## src/rtl/lane_deskew.sv

```systemverilog
// Four-lane deskew buffer: each lane locks on a COM symbol, buffers into a small FIFO,
// and all lanes are popped together once every head is present and agrees on COM-ness.
module lane_deskew #(
  parameter int            BITS  = 7,
  parameter int            DEPTH = 4,
  parameter logic [BITS:0] COM   = 8'hBC
) (
  input  logic          CLK,
  input  logic          RESET,
  input  logic [BITS:0] LANE0,
  input  logic [BITS:0] LANE1,
  input  logic [BITS:0] LANE2,
  input  logic [BITS:0] LANE3,
  input  logic          DK_0,
  input  logic          DK_1,
  input  logic          DK_2,
  input  logic          DK_3,
  output logic [BITS:0] OUT_LANE0,
  output logic [BITS:0] OUT_LANE1,
  output logic [BITS:0] OUT_LANE2,
  output logic [BITS:0] OUT_LANE3,
  output logic          OUT_DK_0,
  output logic          OUT_DK_1,
  output logic          OUT_DK_2,
  output logic          OUT_DK_3,
  output logic          ALIGNED,
  output logic          DESKEW_ERR
);

  localparam int AW = $clog2(DEPTH);
  localparam logic [AW:0] CNT_FULL = (AW+1)'(DEPTH);

  typedef enum logic [1:0] {ST_SEARCH, ST_ALIGNED, ST_ERROR} state_t;

  logic [BITS:0] sym [4];
  logic [3:0]    dk;

  assign sym[0] = LANE0;
  assign sym[1] = LANE1;
  assign sym[2] = LANE2;
  assign sym[3] = LANE3;
  assign dk     = {DK_3, DK_2, DK_1, DK_0};

  state_t        state_q, state_d;
  logic [BITS:0] mem_q [4][DEPTH];
  logic [BITS:0] mem_d [4][DEPTH];
  logic [AW-1:0] wr_ptr_q [4], wr_ptr_d [4];
  logic [AW-1:0] rd_ptr_q [4], rd_ptr_d [4];
  logic [AW:0]   cnt_q [4], cnt_d [4];
  logic [3:0]    lock_q, lock_d;
  logic [BITS:0] out_lane_q [4], out_lane_d [4];
  logic          out_dk_q, out_dk_d;
  logic          aligned_q, aligned_d;
  logic          err_q, err_d;

  logic [3:0] empty, full, head_com, wr, wren;
  logic       agree, pop, mismatch, ovf, flush;

  always_comb begin
    for (int i = 0; i < 4; i++) begin
      empty[i]    = (cnt_q[i] == '0);
      full[i]     = (cnt_q[i] == CNT_FULL);
      head_com[i] = (mem_q[i][rd_ptr_q[i]] == COM);
      // Unlocked lanes accept only a valid COM; everything is ignored while in ERROR.
      wr[i]       = (state_q != ST_ERROR) && dk[i] && (lock_q[i] || (sym[i] == COM));
    end
    agree    = (&head_com) || (~|head_com);
    pop      = (state_q == ST_ALIGNED) && (~|empty) && agree;
    mismatch = (state_q == ST_ALIGNED) && (~|empty) && !agree;
    ovf      = (|(wr & full)) && !pop;
    flush    = ovf || mismatch || (state_q == ST_ERROR);
    wren     = flush ? 4'b0000 : wr;
    lock_d   = flush ? 4'b0000 : (lock_q | wr);

    mem_d = mem_q;
    for (int i = 0; i < 4; i++) begin
      if (wren[i]) mem_d[i][wr_ptr_q[i]] = sym[i];
      wr_ptr_d[i]   = flush ? '0 : wr_ptr_q[i] + AW'(wren[i]);
      rd_ptr_d[i]   = flush ? '0 : rd_ptr_q[i] + AW'(pop);
      cnt_d[i]      = flush ? '0 : cnt_q[i] + (AW+1)'(wren[i]) - (AW+1)'(pop);
      out_lane_d[i] = pop ? mem_q[i][rd_ptr_q[i]] : out_lane_q[i];
    end

    state_d = state_q;
    case (state_q)
      ST_SEARCH:  if (ovf) state_d = ST_ERROR;
                  else if (&lock_d) state_d = ST_ALIGNED;
      ST_ALIGNED: if (ovf || mismatch) state_d = ST_ERROR;
      default:    state_d = ST_SEARCH;
    endcase

    out_dk_d  = pop;
    aligned_d = (state_d == ST_ALIGNED);
    err_d     = (state_d == ST_ERROR);
  end

  always_ff @(posedge CLK or posedge RESET) begin
    if (RESET) begin
      state_q   <= ST_SEARCH;
      lock_q    <= '0;
      out_dk_q  <= 1'b0;
      aligned_q <= 1'b0;
      err_q     <= 1'b0;
      for (int i = 0; i < 4; i++) begin
        wr_ptr_q[i]   <= '0;
        rd_ptr_q[i]   <= '0;
        cnt_q[i]      <= '0;
        out_lane_q[i] <= '0;
      end
    end else begin
      state_q   <= state_d;
      lock_q    <= lock_d;
      out_dk_q  <= out_dk_d;
      aligned_q <= aligned_d;
      err_q     <= err_d;
      for (int i = 0; i < 4; i++) begin
        wr_ptr_q[i]   <= wr_ptr_d[i];
        rd_ptr_q[i]   <= rd_ptr_d[i];
        cnt_q[i]      <= cnt_d[i];
        out_lane_q[i] <= out_lane_d[i];
      end
    end
  end

  // Symbol storage carries no reset; occupancy counters alone define validity.
  always_ff @(posedge CLK) begin
    mem_q <= mem_d;
  end

  assign OUT_LANE0  = out_lane_q[0];
  assign OUT_LANE1  = out_lane_q[1];
  assign OUT_LANE2  = out_lane_q[2];
  assign OUT_LANE3  = out_lane_q[3];
  assign OUT_DK_0   = out_dk_q;
  assign OUT_DK_1   = out_dk_q;
  assign OUT_DK_2   = out_dk_q;
  assign OUT_DK_3   = out_dk_q;
  assign ALIGNED    = aligned_q;
  assign DESKEW_ERR = err_q;

endmodule

```

## config.mk

```make
export PLATFORM = sky130hd
export DESIGN_NAME = lane_deskew
export DESIGN_NICKNAME = d
export VERILOG_FILES = /design/src/rtl/lane_deskew.sv
export SDC_FILE = /design/constraint.sdc
export NUM_CORES = 1
export LEC_CHECK = 0
export CORE_MARGIN = 1.5
export CORE_UTILIZATION = 50
export DETAILED_ROUTE_END_ITERATION = 10
export GPL_TIMING_DRIVEN = 0
export PLACE_DENSITY_LB_ADDON = 0.1
export SETUP_SLACK_MARGIN = 0.15
export SYNTH_ARGS = -nofsm -noshare
export SYNTH_HDL_FRONTEND = slang
export SYNTH_SLANG_ARGS = --single-unit
```

## constraint.sdc

```tcl
create_clock -name CLK -period 4.5 [get_ports CLK]
set_input_delay 0.9 -clock CLK [delete_from_list [all_inputs] [get_ports CLK]]
set_output_delay 0.9 -clock CLK [all_outputs]
set_load 0.05 [all_outputs]
```

* Yosys cells after proc, flatten, opt, wreduce, memory -nomap -nowiden
Cells that the tools add are included.
** Word-level totals
- Output and inout bits :: 38
- Bits in registers :: 197
- Word-level logic and storage cells :: 171
- Input bits :: 38
** Operators by class
- Mux-type cells :: 42
- Bitwise gates (word level) :: 10
- Reduce and logical (&&, ||, !) cells :: 37
- Equality and inequality tests :: 17
- Order comparisons :: 12
- $add $sub $neg :: 16
** Operators with widths (number)
- 32-bit bitwise mux :: 4
- 8-bit 2-to-1 mux :: 12
- 8-bit binary-select mux with 2-bit select :: 4
- 8-bit demux with 2-bit select :: 4
- 8-bit == test (second input constant) :: 8
- 3-bit >= comparator (second input constant) :: 8
- 2-bit NOT with 3-bit output :: 8
- 2-bit 2-to-1 mux :: 11
- 2-bit by 1-bit adder with 2-bit output :: 8
- 1-bit logical AND :: 16
- 3-bit by 1-bit adder with 3-bit output :: 4
- 3-bit == test (second input constant) :: 4
- 3-bit zero test :: 4
- 3-bit by 1-bit < comparator with 1-bit output (second input constant) :: 4
- 3-bit 2-to-1 mux :: 4
- 4-bit OR reduction :: 3
- 3-bit by 1-bit subtractor with 3-bit output :: 4
- 4-bit 2-to-1 mux :: 2
- 4-bit AND reduction :: 2
- 1-bit logical OR :: 7
- 4-bit AND :: 1
- 2-bit by 1-bit == test with 1-bit output (second input constant) :: 2
- 2-bit == test (second input constant) :: 2
- 1-bit zero test :: 4
- 4 further kinds :: 4

* Logic depth before layout (Yosys ltp)
- Depth in word-level cells :: 19
- Depth in mapped cells :: 19
- Depth with buffers taken out :: 15

* Worst setup path after synthesis
Ideal clock, no wire load.
- Kind :: reg-to-reg
- From :: register rd_ptr_q[2] (netlist name)
- To :: register cnt_q[2] (netlist name)
- Buffers on the path :: 4
- Setup slack :: 826 ps
- Arrival :: 3580 ps
- Library setup time :: 94 ps
- Required time :: 4406 ps
- Clock period less this slack :: 3674 ps
- Stages on the path, launching flop included :: 20
- Cell sequence :: dfrtp_1 -> buf_6 -> mux4_2 -> and4bb_2 -> nand4_1 -> nor4_1 -> o21bai_1 -> buf_4 -> inv_2 -> buf_6 -> buf_6 -> o21ai_0 -> ha_1 -> inv_1 -> ha_1 -> inv_1 -> fa_1 -> xor2_1 -> xnor2_1 -> a211oi_1
** RTL lines
- start: declaration :: RTL line 48 : logic [AW-1:0] rd_ptr_q [4], rd_ptr_d [4];
- start signal: indexed assignment :: RTL line 118 : rd_ptr_q[i] <= rd_ptr_d[i];
- end signal: indexed assignment :: RTL line 119 : cnt_q[i] <= cnt_d[i];
- end: declaration :: RTL line 49 : logic [AW:0] cnt_q [4], cnt_d [4];

==> impl_metrics.ini <==
[global_routing]
globalRouteOverflowTotal = 0
grt_max_degree = 60
grt_pass1_vias = 4827
grt_pass1_wl_mm = 27.5
grt_use_total = 0.211
antenna_found_initial = 0

[placed_design]
portBuffers = 75
place_ws_ns = 0.0860
dpl.hpwl_mm = 11.3
place.gp.congestion = 0.886

[logic_synthesis]
ys_top_cells_by_area = edfxtp_1 (46%), dfrtp_1 (21%), mux4_2 (8.7%)
synth_cells = 496
async_flop_share = 0.350
synth_edf_count = 128
syn-num-nets = 554
synth_seq_cells = 197
synth_xor_area_frac = 0.0169
synth-compound-area-share = 0.0538
synth_top_family_by_area = multiplexers
yosysWarnings = 0
syn_area_sq_mm = 0.00828
synth_commonest_cells = edfxtp_1 (128), dfrtp_1 (69), a21oi_1 (33), mux4_2 (32), mux2_2 (29)
yosysTopAreaCellShare = 0.464
synth_simple_gate_area_frac = 0.0624
synth_area_leader_cell = edfxtp_1
synthFlopType = edfxtp_1
synthMuxAreaShare = 0.132
synthAdderAreaFrac = 0.0338
syn_avg_cell_area_sq_um = 16.7
synth_cell_type_count = 41
ys_seq_area_frac = 0.673
synth_most_common_cell = edfxtp_1

[power_and_ir_drop]
p_sw_mw = 2.32
power_density_mw_per_mm2 = 653
power_frac_clock = 0.238
p_comb_frac = 0.370
p_int_mw = 4.23
peakVddDrop_uv = 452
seqPwrFrac = 0.393
power_leakage_nw = 3.71
p_sw_frac = 0.354

[floorplanning]
dieArea_sq_mm = 0.0173
die_w_um = 132
boundaryPins = 76
start_util = 0.516
rows = 46
core_sq_mm = 0.0161
die_y_um = 132

[worst_setup_path]
critPathMaxFanout = 13
cp.required_ns = 4.79
critPathCaptureType = flip-flop
critPathLaunchType = flip-flop
cp.arrival_ns = 4.38
rr_startpoint = rd_ptr_q[2]
reg2reg_depth = 19
ff2ff_setup_slack_ns = 0.41
path_class = flip-flop to flip-flop
r2r-end = cnt_q[5]

[clock_network]
cts-root-buf = clkbuf_16
path_clk_slew_ns = 0.07
cts_buffers = 17
cts.path.max_buffers = 2
postCtsHoldBufs = 0
cts.sinks = 197
worst_skew_pair.late_latency_ns = 0.44
cts_htree_levels = 4
cts_tree = done

[route]
drt-met1-wl_mm = 7.63
met2_length_mm = 8.50
antenna_left = 0
top_layer = met4
routedWlPerCell_um = 20.8
vias = 4695
drt_iter0_drc = 306
totalWireLength_mm = 17.2
drc = 0
dr_wl_met3_um = 822
first_pass_iters = 4
viasPerCell = 5.68

[sta]
tightest_slew_ns = 1.00
setup_violations = 0
final-max-slew-violation-count = 0
finClkSkew_ns = 0.0114
max_slew_margin = 0.331
fmax_ghz = 0.245
hold_viol_final = 0
period_needed_ns = 4.09
setup_ws_ns = 0.413
rsz0062_at_grt = false
setup_tns_ns = 0
fin_crit_sh = 0.908

[finish]
n_antenna_cell = 0
syn_to_final_growth_pct = 21.1
drive_above_1_share = 0.205
nNetsFinal = 655

[job]
drv_cap = 0

[worst_hold_path]
min_path_type = flip-flop to flip-flop
whs_path_depth = 1
hold_start = OUT_LANE2[1]
worstHoldEndpoint = OUT_LANE2[1]

[run_status]
outcome = complete, no violations
cells in the final DEF, fill, tap and decap left out, types with 16 or more instances in the layout:
master and instances:
ha_1 16, edfxtp_1 128, clkdlybuf4s50_1 75, mux2_2 29
mux4_2 32, clkbuf_16 17, clkbuf_1 19, a211oi_1 16
a21oi_1 33, dfrtp_1 69
layer usage:
metal  vias up  GRT usage
met5         -          0
met4         0     0.0716
met3        19     0.0405
met2       127      0.342
met1      2416      0.291
li1       2133          -
cells by family after synthesis:
group | count (synthesis)
adder cells (fa/ha/maj) | 20
multiplexers | 64
XOR/XNOR | 16
AO/OA/AOI/OAI | 71
buffers and inverters | 45
flip-flops | 197
AND/OR/NAND/NOR | 83
power by group through the flow:
stage                     Clock, mW  Sequential, mW  Combinational (mW)
after global routing           1.64            2.62                2.60
after floorplan                   0            3.05                1.19
after detailed placement          0            2.61                2.39
after global placement            0            2.58                2.34
after CTS                      1.57            2.57                2.40
final                          1.55            2.57                2.42
sequential cells by signal (all words and copies together) (netlist names):
| register | flops |
|---|---|
| state_q | 2 |
| wr_ptr_q | 8 |
| rd_ptr_q | 8 |
| OUT_LANE0 | 8 |
| ALIGNED | 1 |
| lock_q | 4 |
| OUT_LANE2 | 8 |
| DESKEW_ERR | 1 |
| OUT_DK_0 | 1 |
| OUT_LANE3 | 8 |
| mem_q | 128 |
| OUT_LANE1 | 8 |
| cnt_q | 12 |
worst max path at each step:
stage | start | to | slack (ns) | cells past startpoint
floorplan | rd_ptr_q[2] | cnt_q[2] | 0.83 | 19
global placement | rd_ptr_q[5] | cnt_q[2] | 0.21 | 19
detailed placement | rd_ptr_q[5] | cnt_q[5] | 0.09 | 19
CTS | rd_ptr_q[1] | cnt_q[5] | 0.20 | 19
global route | rd_ptr_q[4] | cnt_q[2] | 0.17 | 19
finish | rd_ptr_q[2] | cnt_q[5] | 0.41 | 19
stage by stage:
step	cells	hold WS [ns]	utilization	total power, mW	instance area (sq um)
finish	826	0.505	0.625	6.55	10000
global route	826	0.521	0.625	6.86	10000
CTS	820	0.510	0.619	6.54	9940
detailed placement	788	0.495	0.581	4.99	9330
global placement	787	0.490	0.579	4.92	9300
floorplan	496	0.493	-	4.24	8280
what timing repair did:
item,4_1_cts,5_1_grt
pin swaps,0,2
buffers inserted,0,6
endpoints found under the setup margin,4,8
gates resized for setup,2,16
area by class of cell:
class                           instances  area (sq um)
Clock inverter                         13           173
Fill cell                            1171          6030
Clock buffer                           19           433
Tap cell                              216           270
Sequential cell                       197          5570
Buffer                                 35           220
Inverter                               10          40.0
Timing Repair Buffer                   82           823
Multi-Input combinational cell        254          2500
critical path, stage by stage (launching register included):
cell	delay (ns)
dfrtp_1	0.38
buf_8	0.17
mux4_2	0.51
and4bb_2	0.32
nand4_1	0.20
nor4_2	0.32
o21bai_1	0.08
buf_4	0.15
inv_2	0.07
buf_6	0.17
buf_12	0.16
o21ai_1	0.08
ha_1	0.29
inv_1	0.06
ha_1	0.13
inv_1	0.05
fa_1	0.41
xor2_2	0.17
xnor2_1	0.18
a211oi_2	0.05
No activity file was read; power rests on OpenSTA's default activity.
